## src/rtl/decoder3x8_seq.sv

```systemverilog
// ---------------------------------------------------------------------------
// decoder3x8_seq
//
// Purpose:
//   Registered 3-to-8 one-hot decoder. It has two modes:
//   - LOAD: the decoded code comes from the code/code_valid inputs.
//   - SCAN: the block steps through codes 0..7 by itself. Each code is
//     held for SCAN_DIV cycles.
//
// Parameters:
//   SCAN_DIV   : cycles each code is held in scan mode (1..255)
//
// Ports:
//   clk        : in  clock; all state updates on the rising edge
//   rst        : in  synchronous active-high reset
//   en         : in  global enable; all state holds while low
//   scan       : in  1 = auto-scan mode, 0 = load mode
//   code       : in  [2:0] code to decode in load mode
//   code_valid : in  code is valid this cycle (sampled in LOAD only)
//   data       : out [7:0] registered one-hot decode of cur_code
//   data_valid : out data holds a decoded value
//   cur_code   : out [2:0] code currently driving data
//   wrap       : out one-cycle pulse on the scan step from code 7 to code 0
//
// State table:
//   IDLE | after reset; nothing decoded yet
//   LOAD | data follows code whenever code_valid is high
//   SCAN | cur_code advances every SCAN_DIV enabled cycles
// ---------------------------------------------------------------------------
module decoder3x8_seq #(
    parameter int unsigned SCAN_DIV = 4
) (
    input  logic       clk,
    input  logic       rst,
    input  logic       en,
    input  logic       scan,
    input  logic [2:0] code,
    input  logic       code_valid,
    output logic [7:0] data,
    output logic       data_valid,
    output logic [2:0] cur_code,
    output logic       wrap
);

    generate
        if (SCAN_DIV < 1 || SCAN_DIV > 255) begin : g_bad_div
            $error("decoder3x8_seq: SCAN_DIV must be within 1..255");
        end
    endgenerate

    typedef enum logic [1:0] {
        IDLE = 2'd0,
        LOAD = 2'd1,
        SCAN = 2'd2
    } state_t;

    // This is the terminal count of the divider. When the divider reaches
    // it, the divider clears and the code advances on the same edge.
    localparam logic [7:0] DIV_LAST = 8'(SCAN_DIV - 1);

    state_t     state;
    logic [7:0] cnt;
    logic [2:0] next_code;

    assign next_code = cur_code + 3'd1;

    function automatic logic [7:0] onehot(input logic [2:0] c);
        onehot = 8'b0000_0001 << c;
    endfunction

    always_ff @(posedge clk) begin
        if (rst) begin
            state      <= IDLE;
            cnt        <= 8'd0;
            data       <= 8'h00;
            cur_code   <= 3'd0;
            data_valid <= 1'b0;
            wrap       <= 1'b0;
        end else begin
            // wrap is a single-cycle pulse. It is cleared by default and
            // set only on the 7 -> 0 scan step.
            wrap <= 1'b0;
            if (en) begin
                case (state)
                    IDLE: begin
                        if (scan) begin
                            state      <= SCAN;
                            cnt        <= 8'd0;
                            cur_code   <= 3'd0;
                            data       <= 8'h01;
                            data_valid <= 1'b1;
                        end else begin
                            state <= LOAD;
                        end
                    end

                    LOAD: begin
                        if (scan) begin
                            state <= SCAN;
                            cnt   <= 8'd0;
                        end
                        // A valid code presented on the same edge as the
                        // switch to scan still loads. In that case scanning
                        // continues from the loaded code. Without a valid
                        // code, entering scan restarts at code 0.
                        if (code_valid) begin
                            cur_code   <= code;
                            data       <= onehot(code);
                            data_valid <= 1'b1;
                        end else if (scan) begin
                            cur_code   <= 3'd0;
                            data       <= 8'h01;
                            data_valid <= 1'b1;
                        end
                    end

                    SCAN: begin
                        if (!scan) begin
                            // On the return to load, the last scanned value
                            // and the divider count are kept.
                            state <= LOAD;
                        end else if (cnt == DIV_LAST) begin
                            cnt      <= 8'd0;
                            cur_code <= next_code;
                            data     <= onehot(next_code);
                            wrap     <= (cur_code == 3'd7);
                        end else begin
                            cnt <= cnt + 8'd1;
                        end
                    end

                    default: begin
                        state <= IDLE;
                    end
                endcase
            end
        end
    end

endmodule
```

## config.mk

```make
export PLATFORM = sky130hd
export DESIGN_NAME = decoder3x8_seq
export DESIGN_NICKNAME = d
export VERILOG_FILES = /design/src/rtl/decoder3x8_seq.sv
export SDC_FILE = /design/constraint.sdc
export NUM_CORES = 1
export LEC_CHECK = 0
export ABC_AREA = 1
export BUFFER_PORTS_ARGS = -buffer_cell sky130_fd_sc_hd__buf_2
export CAP_MARGIN = 10
export CORE_MARGIN = 3
export CORE_UTILIZATION = 60
export CTS_CLUSTER_SIZE = 20
export DETAILED_ROUTE_END_ITERATION = 10
export PLACE_DENSITY = 0.88
export SYNTH_ARGS = -nofsm -noshare
export SYNTH_HDL_FRONTEND = slang
export SYNTH_SLANG_ARGS = --single-unit
```

## constraint.sdc

```tcl
create_clock -name clk -period 3.5 [get_ports clk]
set_input_delay 0.525 -clock clk [delete_from_list [all_inputs] [get_ports clk]]
set_output_delay 0.525 -clock clk [all_outputs]
set_load 0.03 [all_outputs]
```

==> impl_metrics.yaml <==
yosys:
  syn-cell-area_um2: 1430
  yosysSeqAreaShare_pct: 32.2
  yosys_register_bits: 23
  syn-num-nets: 222
  avgSynthCellArea_um2: 7.12
  yosys_warnings: 0
  synthCells: 201
  yosysUniqueCellTypes: 27
sta:
  setup_viol: 0
  slew_viol_final: 0
  hold_viol: 0
  rsz0062_at_grt: "false"
  worst_slack_ns: 1.39
  skew_ns: 0.00202
  fin_hold_ws_ns: 0.467
  fin_crit_ns: 2.11
  slew_headroom_pct: 69.4
  fin_tns_setup_ns: 0
  period_share_pct: 60.3
  max_clock_freq_mhz: 474
  worst_slew_pin_slew_ns: 0.459
detailed_routing:
  routed_wl_um: 3200
  dr.first_iter.drc_count: 59
  routed_via_density: 5.57
  drt_first_pass_iters: 4
  drc_errors: 0
  routedWlPerCell_um: 12.9
  postRouteAntennaNets: 0
  dr_total_vias: 1381
flow_run:
  max-cap-violations: 0
power:
  fin_total_pwr_uw: 525
  cellLeakagePower_uw: 0.000719
  pwr-share-comb_pct: 22.9
  p_clk_share_pct: 23.9
  power.density_nw_per_um2: 337
  p_switching_uw: 175
  swShare_pct: 33.5
  peakVddDrop_v: 0.000243
  intPower_uw: 349
  p_seq_share_pct: 53.2
grt:
  antenna_found_initial: 0
  grt_max_degree: 15
  grt_pass1_wl_um: 5080
  grt_pass1_vias: 1242
  grt_overflow: 0
  grt_use_total_pct: 23.0
clock_network:
  postCtsSetupBuffers: 0
  cts_max_level: 1
  cts_buffer_depth: 2
  holdBufCountCts: 0
  cts-resized-gates: 0
  root_buffer: "clkbuf_4"
  cts_buffers: 3
  cts_sinks: 23
  clk_pin_slew_ns: 0.13
  clock_latency_ns: 0.31
  cts_tree: "done"
floorplanning:
  start_util_pct: 64.0
  coreArea_um2: 2230
  die_h_um: 54.8
  num_rows: 17
  pin_count: 21
  dieArea_um2: 3010
  die-width_um: 54.8
critical_path:
  r2r-end: "cur_code[2]$_SDFFE_PP0P_"
  cp-end-kind: "flip-flop"
  reg2regPathDepth: 8
  crit_arrival_ns: 2.32
  crit_required_ns: 3.71
  startpoint_type: "flip-flop"
  path_class: "flip-flop to flip-flop"
  path_max_fanout: 13
  worstReg2RegStart: "state[0]$_SDFFE_PP0P_"
  r2r_slack_ns: 1.39
min_path:
  hold_path_end: "data[3]$_SDFFE_PP0P_"
  hold_path_class: "flip-flop to flip-flop"
  hold_path.startpoint: "data[3]$_SDFFE_PP0P_"
  holdPathStages: 2
placement:
  place_congestion: 0.939
  port_buffers: 20
  dp.final_hpwl_um: 2460
  dp_worst_setup_slack_ns: 1.44
final_layout:
  area_growth_pct: 8.75
  drive_gt1_share_pct: 16.4
  nNetsFinal: 242
  diodes: 0
status:
  status: "finished clean"
[how the worst max path moves through the flow]
| stage | from | endpoint | slack (ns) | depth (start not counted) |
|---|---|---|---|---|
| floorplan | cur_code[0]$_SDFFE_PP0P_ | data[7]$_SDFFE_PP0P_ | 1.91 | 7 |
| global placement | state[0]$_SDFFE_PP0P_ | data[4]$_SDFFE_PP0P_ | 1.60 | 8 |
| global route | state[0]$_SDFFE_PP0P_ | cur_code[1]$_SDFFE_PP0P_ | 1.19 | 8 |
| detailed placement | state[0]$_SDFFE_PP0P_ | cur_code[1]$_SDFFE_PP0P_ | 1.44 | 8 |
| CTS | state[0]$_SDFFE_PP0P_ | cur_code[1]$_SDFFE_PP0P_ | 1.43 | 8 |
| finish | state[0]$_SDFFE_PP0P_ | cur_code[2]$_SDFFE_PP0P_ | 1.39 | 8 |
[critical path: stages (launching register included)]
cell and delay (ns):
dfxtp_1 0.42, inv_1 0.12, ha_1 0.36, inv_2 0.13, o21ai_2 0.09, nor2_2 0.38
nand3_2 0.30, nand2_1 0.13, a21oi_1 0.07
[state kept, by name, indices dropped and copies added, names as in the netlist]
signal	flops
cnt	8
data	8
cur_code	3
state	2
data_valid	1
wrap	1
[cell families (layout without fill, tap and decap cells)]
| kind of cell | Yosys count | after routing | synth area share, % |
|---|---|---|---|
| adder cells (fa/ha/maj) | 13 | 13 | 11.4 |
| AO/OA/AOI/OAI | 34 | 34 | 13.4 |
| XOR/XNOR | 5 | 5 | 3.06 |
| AND/OR/NAND/NOR | 97 | 97 | 31.1 |
| flip-flops | 23 | 23 | 32.2 |
| buffers and inverters | 29 | 48 | 8.84 |
[layout make-up]
type | count | area, µm²
Multi-Input combinational cell | 149 | 843
Fill cell | 180 | 678
Sequential cell | 23 | 460
Timing Repair Buffer | 20 | 100
Inverter | 24 | 90.1
Tap cell | 28 | 35.0
Clock buffer | 4 | 26.3
[cell usage in the layout (no fill, tap or decap), types with 2 or more instances in the layout]
master,count
inv_2,4
o21ai_0,12
a21oi_1,14
ha_1,13
inv_1,20
nand2_1,50
o21ai_2,3
buf_2,20
nand3_1,12
xor2_1,4
nand4_1,12
nor3_1,2
nand2_4,2
nor2_1,15
clkbuf_4,3
dfxtp_1,23
[cells in the mapped netlist]
| cell | n | area, µm² |
|---|---|---|
| xnor2_1 | 1 | 8.76 |
| nand2_4 | 2 | 22.5 |
| o22ai_1 | 1 | 6.26 |
| a21oi_1 | 14 | 70.1 |
| o21ai_0 | 12 | 60.1 |
| inv_2 | 4 | 15.0 |
| nand4_1 | 12 | 75.1 |
| buf_2 | 2 | 10.0 |
| a21oi_2 | 1 | 8.76 |
| dfxtp_1 | 23 | 460 |
| nand3_1 | 12 | 60.1 |
| clkbuf_1 | 1 | 3.75 |
| nor2_1 | 15 | 56.3 |
| o21ai_1 | 1 | 5.00 |
| nand2_1 | 50 | 188 |
| o21ai_2 | 3 | 26.3 |
| nor4_1 | 1 | 6.26 |
| nor2_4 | 1 | 11.3 |
| o21a_1 | 1 | 7.51 |
| a211oi_1 | 1 | 7.51 |
| nor2_2 | 1 | 6.26 |
| buf_6 | 2 | 22.5 |
| ha_1 | 13 | 163 |
| nor3_1 | 2 | 10.0 |
| nand3_2 | 1 | 10.0 |
| inv_1 | 20 | 75.1 |
| xor2_1 | 4 | 35.0 |
[metal layers]
| layer | part of all wire (%) | vias up | GRT usage, % |
|---|---|---|---|
| met5 | 0 | - | 0 |
| met4 | 1.8 | 0 | 9.96 |
| met3 | 5.8 | 9 | 3.54 |
| met2 | 47 | 61 | 38.2 |
| met1 | 45 | 616 | 29.1 |
| li1 | - | 695 | - |
[per-stage QoR]
step | util [%] | cells | area (µm²)
floorplan | - | 201 | 1430
global placement | 68.5 | 244 | 1530
detailed placement | 68.5 | 244 | 1530
CTS | 69.6 | 248 | 1560
global route | 69.6 | 248 | 1560
finish | 69.6 | 248 | 1560
[power groups by stage]
stage          registers, µW  logic, µW  clock network [µW]
5_1_grt                  281        132                 137
2_1_floorplan            291       85.7                   0
4_1_cts                  279        117                 128
3_5_place_dp             285        117                   0
6_report                 279        120                 126
3_3_place_gp             284        111                   0
Power figures use the tool's default switching activity.
